===== src/rtl/ifid_hazard_if.sv =====
// IF/ID hazard controller bundle: ID/EX hazard inputs, pipeline enables and hold values, status.
// The controller takes the slave side; the pipeline datapath takes the master side.
interface ifid_hazard_if #(
    parameter int unsigned CNT_W = 16
);
    logic [4:0]       IDRs;
    logic [4:0]       IDRt;
    logic             IDUsesRt;
    logic             IDMultiStart;
    logic             IDEXMemRead;
    logic [4:0]       IDEXRt;
    logic             BranchTaken;
    logic [31:0]      IFIDPC;
    logic [31:0]      IFIDInstr;

    logic             PCWrite;
    logic             IFIDWrite;
    logic             PCSrc3;
    logic             IDEXBubble;
    logic [31:0]      pcback;
    logic [31:0]      instructionback;
    logic             Busy;
    logic [CNT_W-1:0] StallCount;
    logic [CNT_W-1:0] FlushCount;

    modport master (
        output IDRs, IDRt, IDUsesRt, IDMultiStart, IDEXMemRead, IDEXRt,
               BranchTaken, IFIDPC, IFIDInstr,
        input  PCWrite, IFIDWrite, PCSrc3, IDEXBubble, pcback, instructionback,
               Busy, StallCount, FlushCount
    );

    modport slave (
        input  IDRs, IDRt, IDUsesRt, IDMultiStart, IDEXMemRead, IDEXRt,
               BranchTaken, IFIDPC, IFIDInstr,
        output PCWrite, IFIDWrite, PCSrc3, IDEXBubble, pcback, instructionback,
               Busy, StallCount, FlushCount
    );
endinterface


===== src/rtl/ifid_hazard_controller.sv =====
// IF/ID + PC sequencing: load-use stall, multi-cycle-op occupancy, taken-branch flush; control is same-cycle combinational.
// Stalls hold PC and IF/ID by re-latching their current contents; stall/flush statistics saturate.
module ifid_hazard_controller #(
    parameter int unsigned MULTI_CYCLES = 4,   // total EX occupancy of a multi-cycle op, 1..15
    parameter int unsigned CNT_W        = 16
) (
    input  logic          Clk,
    input  logic          Reset,
    ifid_hazard_if.slave  hz
);

    typedef enum logic {
        ST_RUN   = 1'b0,
        ST_MULTI = 1'b1
    } state_e;

    localparam logic [3:0]       MC_INIT = 4'(MULTI_CYCLES - 1);
    localparam logic [CNT_W-1:0] CNT_MAX = '1;
    localparam logic [CNT_W-1:0] CNT_ONE = CNT_W'(1);

    state_e           state_q, state_d;
    logic [3:0]       cnt_q, cnt_d;
    logic [CNT_W-1:0] stall_q, stall_d;
    logic [CNT_W-1:0] flush_q, flush_d;

    logic loaduse;
    logic pc_write;
    logic ifid_write;
    logic ifid_flush;
    logic idex_bubble;

    // Register 0 is hardwired, so a load targeting it never blocks a consumer.
    assign loaduse = hz.IDEXMemRead
                   && (hz.IDEXRt != 5'd0)
                   && ((hz.IDEXRt == hz.IDRs) || (hz.IDUsesRt && (hz.IDEXRt == hz.IDRt)));

    always_comb begin
        pc_write    = 1'b1;
        ifid_write  = 1'b1;
        ifid_flush  = 1'b0;
        idex_bubble = 1'b0;
        state_d     = state_q;
        cnt_d       = cnt_q;

        unique case (state_q)
            ST_RUN: begin
                if (hz.BranchTaken) begin
                    ifid_flush  = 1'b1;
                    idex_bubble = 1'b1;
                end else if (loaduse) begin
                    // A mul held here stays in ID and issues once the load clears.
                    pc_write    = 1'b0;
                    ifid_write  = 1'b0;
                    idex_bubble = 1'b1;
                end else if (hz.IDMultiStart && (MULTI_CYCLES > 1)) begin
                    state_d = ST_MULTI;
                    cnt_d   = MC_INIT;
                end
            end
            ST_MULTI: begin
                if (hz.BranchTaken) begin
                    // The branch is older than the op in EX, so it kills the op.
                    ifid_flush  = 1'b1;
                    idex_bubble = 1'b1;
                    state_d     = ST_RUN;
                    cnt_d       = 4'd0;
                end else begin
                    pc_write    = 1'b0;
                    ifid_write  = 1'b0;
                    idex_bubble = 1'b1;
                    cnt_d       = cnt_q - 4'd1;
                    if (cnt_q <= 4'd1) begin
                        state_d = ST_RUN;
                        cnt_d   = 4'd0;
                    end
                end
            end
            default: begin
                state_d = ST_RUN;
                cnt_d   = 4'd0;
            end
        endcase

        if (Reset) begin
            pc_write    = 1'b1;
            ifid_write  = 1'b1;
            ifid_flush  = 1'b1;
            idex_bubble = 1'b1;
        end
    end

    always_comb begin
        stall_d = stall_q;
        flush_d = flush_q;
        if (!pc_write && (stall_q != CNT_MAX)) begin
            stall_d = stall_q + CNT_ONE;
        end
        if (ifid_flush && (flush_q != CNT_MAX)) begin
            flush_d = flush_q + CNT_ONE;
        end
    end

    always_ff @(posedge Clk) begin
        if (Reset) begin
            state_q <= ST_RUN;
            cnt_q   <= 4'd0;
            stall_q <= '0;
            flush_q <= '0;
        end else begin
            state_q <= state_d;
            cnt_q   <= cnt_d;
            stall_q <= stall_d;
            flush_q <= flush_d;
        end
    end

    assign hz.PCWrite         = pc_write;
    assign hz.IFIDWrite       = ifid_write;
    assign hz.PCSrc3          = ifid_flush;
    assign hz.IDEXBubble      = idex_bubble;
    assign hz.pcback          = hz.IFIDPC;
    assign hz.instructionback = hz.IFIDInstr;
    assign hz.Busy            = (state_q == ST_MULTI) && !Reset;
    assign hz.StallCount      = stall_q;
    assign hz.FlushCount      = flush_q;

endmodule


===== src/flat_wrapper.sv =====
// flat-port wrapper written by rule: the top's interface ports become plain ports
module ifid_hazard_controller_flat 
#(
    parameter int unsigned MULTI_CYCLES = 4,                                                   
    parameter int unsigned CNT_W        = 16
)
  (Clk, Reset, hz_IDRs, hz_IDRt, hz_IDUsesRt, hz_IDMultiStart, hz_IDEXMemRead, hz_IDEXRt, hz_BranchTaken, hz_IFIDPC, hz_IFIDInstr, hz_PCWrite, hz_IFIDWrite, hz_PCSrc3, hz_IDEXBubble, hz_pcback, hz_instructionback, hz_Busy, hz_StallCount, hz_FlushCount);
  ifid_hazard_if #(.CNT_W(CNT_W)) hz_i ();
  input  logic Clk;
  input  logic Reset;
  input wire logic [$bits(hz_i.IDRs)-1:0] hz_IDRs;
  input wire logic [$bits(hz_i.IDRt)-1:0] hz_IDRt;
  input wire logic [$bits(hz_i.IDUsesRt)-1:0] hz_IDUsesRt;
  input wire logic [$bits(hz_i.IDMultiStart)-1:0] hz_IDMultiStart;
  input wire logic [$bits(hz_i.IDEXMemRead)-1:0] hz_IDEXMemRead;
  input wire logic [$bits(hz_i.IDEXRt)-1:0] hz_IDEXRt;
  input wire logic [$bits(hz_i.BranchTaken)-1:0] hz_BranchTaken;
  input wire logic [$bits(hz_i.IFIDPC)-1:0] hz_IFIDPC;
  input wire logic [$bits(hz_i.IFIDInstr)-1:0] hz_IFIDInstr;
  output wire logic [$bits(hz_i.PCWrite)-1:0] hz_PCWrite;
  output wire logic [$bits(hz_i.IFIDWrite)-1:0] hz_IFIDWrite;
  output wire logic [$bits(hz_i.PCSrc3)-1:0] hz_PCSrc3;
  output wire logic [$bits(hz_i.IDEXBubble)-1:0] hz_IDEXBubble;
  output wire logic [$bits(hz_i.pcback)-1:0] hz_pcback;
  output wire logic [$bits(hz_i.instructionback)-1:0] hz_instructionback;
  output wire logic [$bits(hz_i.Busy)-1:0] hz_Busy;
  output wire logic [$bits(hz_i.StallCount)-1:0] hz_StallCount;
  output wire logic [$bits(hz_i.FlushCount)-1:0] hz_FlushCount;
  assign hz_i.IDRs = hz_IDRs;
  assign hz_i.IDRt = hz_IDRt;
  assign hz_i.IDUsesRt = hz_IDUsesRt;
  assign hz_i.IDMultiStart = hz_IDMultiStart;
  assign hz_i.IDEXMemRead = hz_IDEXMemRead;
  assign hz_i.IDEXRt = hz_IDEXRt;
  assign hz_i.BranchTaken = hz_BranchTaken;
  assign hz_i.IFIDPC = hz_IFIDPC;
  assign hz_i.IFIDInstr = hz_IFIDInstr;
  assign hz_PCWrite = hz_i.PCWrite;
  assign hz_IFIDWrite = hz_i.IFIDWrite;
  assign hz_PCSrc3 = hz_i.PCSrc3;
  assign hz_IDEXBubble = hz_i.IDEXBubble;
  assign hz_pcback = hz_i.pcback;
  assign hz_instructionback = hz_i.instructionback;
  assign hz_Busy = hz_i.Busy;
  assign hz_StallCount = hz_i.StallCount;
  assign hz_FlushCount = hz_i.FlushCount;
  ifid_hazard_controller #(.MULTI_CYCLES(MULTI_CYCLES), .CNT_W(CNT_W)) u_core (.Clk(Clk), .Reset(Reset), .hz(hz_i));
endmodule

===== config.mk =====
export PLATFORM = sky130hd
export DESIGN_NAME = ifid_hazard_controller_flat
export DESIGN_NICKNAME = d
export VERILOG_FILES = /design/src/rtl/ifid_hazard_if.sv /design/src/rtl/ifid_hazard_controller.sv /design/src/flat_wrapper.sv
export SDC_FILE = /design/constraint.sdc
export NUM_CORES = 1
export LEC_CHECK = 0
export CORE_UTILIZATION = 38
export DETAILED_ROUTE_END_ITERATION = 16
export PLACE_DENSITY = 0.88
export SYNTH_ARGS = -nofsm -noshare
export SYNTH_HDL_FRONTEND = slang
export SYNTH_SLANG_ARGS = --single-unit

===== constraint.sdc =====
create_clock -name Clk -period 4.63 [get_ports Clk]
set_clock_uncertainty 0.2 [all_clocks]
set_input_delay 0.463 -clock Clk [delete_from_list [all_inputs] [get_ports Clk]]
set_output_delay 0.463 -clock Clk [all_outputs]
set_load 0.005 [all_outputs]

==> metrics <==
initial antenna violation count 0; Fin. Hold Viols 0; global-route wire length before repair 9100 microns; Starting DRT DRC Count 112; final WL 5410 microns; number of global-route vias before repair 2055; DIE WIDTH 83.8 microns; RSZ-0062 raised after global routing false; Longest Clk Path Bufs 2; post-synth top area share 0.292; Critical Path Fanout Max 5; post-synthesis sequential area ratio 0.292; NumNets Final 389; DR vias 2146; final slew viol count 0; Rel. slew slack 0.553; Port-buffer cells 57; post-DP HPWL 3850 microns; Overflow after GRT 0; TNS Setup 0 ns; number of synthesized flops with an enable pin 0; Power Density 239 nW/um^2; Total GRT Usage 0.153; fraction of registers with async set/reset 0; status finished, final reports clean; Initial DRT Pass Iterations 4; CTS Buf Count 5; min setup slack post-route 1.18 ns; die area 7010 sq um; GPL Wtd Cong 0.798; Die Ht 83.8 microns; FP Rows 29; Synth Flop Type dfxtp_1; fin crit share 0.744; Leak 0.925 nW; Setup WS pre-CTS 1.21 ns; Cell variety after synth 43; largest net degree at the start of global routing 37; Slew @ Worst Pin 0.665 ns; Final ANT Viol Nets 0; initial core utilization 0.398; Data arrival, critical path 2.78 ns; number of setup buffers added after CTS 0; post_cts resized 0; layout cells sized above 1 0.0598; H-Tree Depth 2; Final Critical Period 3.45 ns; Worst Setup End Kind output pin; DRC viols 0; Critical Path Source Type input pin; fmax 290 MHz; Synth warnings 0; largest area contributor in the synthesized netlist dfxtp_1; ant diodes 0; Final Setup Violations 0; crit path kind in -> out; CP Data Required Time 3.97 ns; CORE AREA 6390 sq um; WL/cell 14.3 microns; peak supply drop 170 uV; Vias/cell 5.68; Synth Instances 309; clock transition at the registers of the reported paths 0.07 ns; Root Buffer clkbuf_8; Area Growth Syn to Fin 9.41%; CTS Hold Buffers Added 0; register bit count reported by yosys 37; CTS tree built; Syn Nets 398; Synth area leaders dfxtp_1 (29%), buf_4 (19%), xor2_1 (4.1%); Hold Path Class reg -> reg; Worst-Skew Late Latency 0.29 ns; Top Ports 186; average size of a mapped cell 8.22 sq um; max-cap violations 0; fill cell count 655; Synth Cell Area 2540 sq um; clk sink count 37
[path summary, 6_finish.rpt]
path | from | end | slack [ns] | cells past startpoint
worst max register to register | u_core.hz.StallCount[0]$_SDFFE_PP0P_ | u_core.hz.StallCount[8]$_SDFFE_PP0P_ | 2.11 | 7
worst min register to register | u_core.hz.StallCount[4]$_SDFFE_PP0P_ | u_core.hz.StallCount[4]$_SDFFE_PP0P_ | 0.30 | 2
worst max-delay path | hz_IDEXRt[0] | hz_PCWrite | 1.18 | 6
worst min-delay path | u_core.hz.StallCount[4]$_SDFFE_PP0P_ | u_core.hz.StallCount[4]$_SDFFE_PP0P_ | 0.30 | 2
[cells by family (layout without fill, tap and decap cells)]
family	count (synthesis)	count (layout)	share of synthesized area
mux	4	4	0.0167
fa+ha+maj	4	4	0.0197
flops	37	37	0.292
compound gates	56	56	0.153
simple gates	106	106	0.227
xor+xnor	19	19	0.0655
buf+inv	83	75	0.226
[layer usage]
| metal | vias to the layer above | share of wire | track usage |
|---|---|---|---|
| met2 | 84 | 0.46 | 0.255 |
| met4 | 0 | 0.016 | 0.0586 |
| li1 | 1030 | - | - |
| met5 | - | 0 | 0 |
| met3 | 19 | 0.075 | 0.0396 |
| met1 | 1013 | 0.45 | 0.189 |
[power breakdown]
part	internal [mW]	total, mW	switching (mW)
Clock	0.135	0.251	0.116
Combinational	0.0409	0.0811	0.0402
Sequential	0.323	0.331	0.00840
Total	0.499	0.663	0.165
[layout make-up]
type / count / area (sq um) / share of cell area
Tap cell: 77 / 96.3 / 0.0347
Timing Repair Buffer: 59 / 586 / 0.211
Sequential cell: 37 / 741 / 0.267
Inverter: 8 / 30.0 / 0.0108
Clock inverter: 1 / 5.00 / 0.00180
Clock buffer: 7 / 96.3 / 0.0347
Multi-Input combinational cell: 189 / 1220 / 0.441
[cells in the final DEF (no fill, tap or decap), drive strengths merged, types with 2 or more instances in the layout]
master and count:
nand2 16, clkbuf 7, nand3 16, or3 6, nand4 10, inv 8, o311ai 6, o21ai 11
o211ai 2, buf 2, o31a 2, or2 5, a21oi 17, nor2b 2, nor3 5, mux2 2
xor2 12, and4 5, or4 10, nor4 3, clkdlybuf4s50 57, o31ai 9, and3 3, o41ai 5
nor2 23, dfxtp 37, ha 4, xnor2 7, mux2i 2
[sequential cells by signal, indices dropped and copies added, names as in the netlist]
name / count
u_core.hz.StallCount: 16
u_core.cnt_q: 4
u_core.hz.FlushCount: 16
u_core.state_q: 1
[per-stage QoR]
| stage | util | std cells | instance area, sq um | power, mW | hold WS, ns |
|---|---|---|---|---|---|
| 5_1_grt | 0.435 | 378 | 2780 | 0.690 | 0.339 |
| 3_5_place_dp | 0.419 | 370 | 2680 | 0.419 | 0.298 |
| 4_1_cts | 0.435 | 378 | 2780 | 0.672 | 0.308 |
| 2_1_floorplan | - | 309 | 2540 | 0.426 | 0.270 |
| 3_3_place_gp | 0.419 | 370 | 2680 | 0.417 | 0.276 |
| 6_report | 0.435 | 378 | 2780 | 0.663 | 0.302 |
[synth_stat cells (3+ instances only)]
cell and count:
nor3_1 4, o21ai_0 10, or4_1 10, buf_4 65, o311ai_1 3, and3_1 3, nand4_1 10, o41ai_1 4
xnor2_1 7, a21oi_1 17, and4_1 5, xor2_1 12, ha_1 4, nor2_1 22, buf_2 3, nand2_1 16
nand3_1 16, o311ai_0 3, inv_1 8, or3_1 6, o31ai_1 9, clkbuf_1 5, dfxtp_1 37, nor4_1 3
[critical path, cell delays in order]
cell and delay, ns:
clkdlybuf4s50_1 0.48, or4_1 0.60, o21ai_0 0.24, o21ba_2 0.22, o21ai_0 0.22, clkdlybuf4s50_1 0.55
Power figures use the tool's default switching activity.
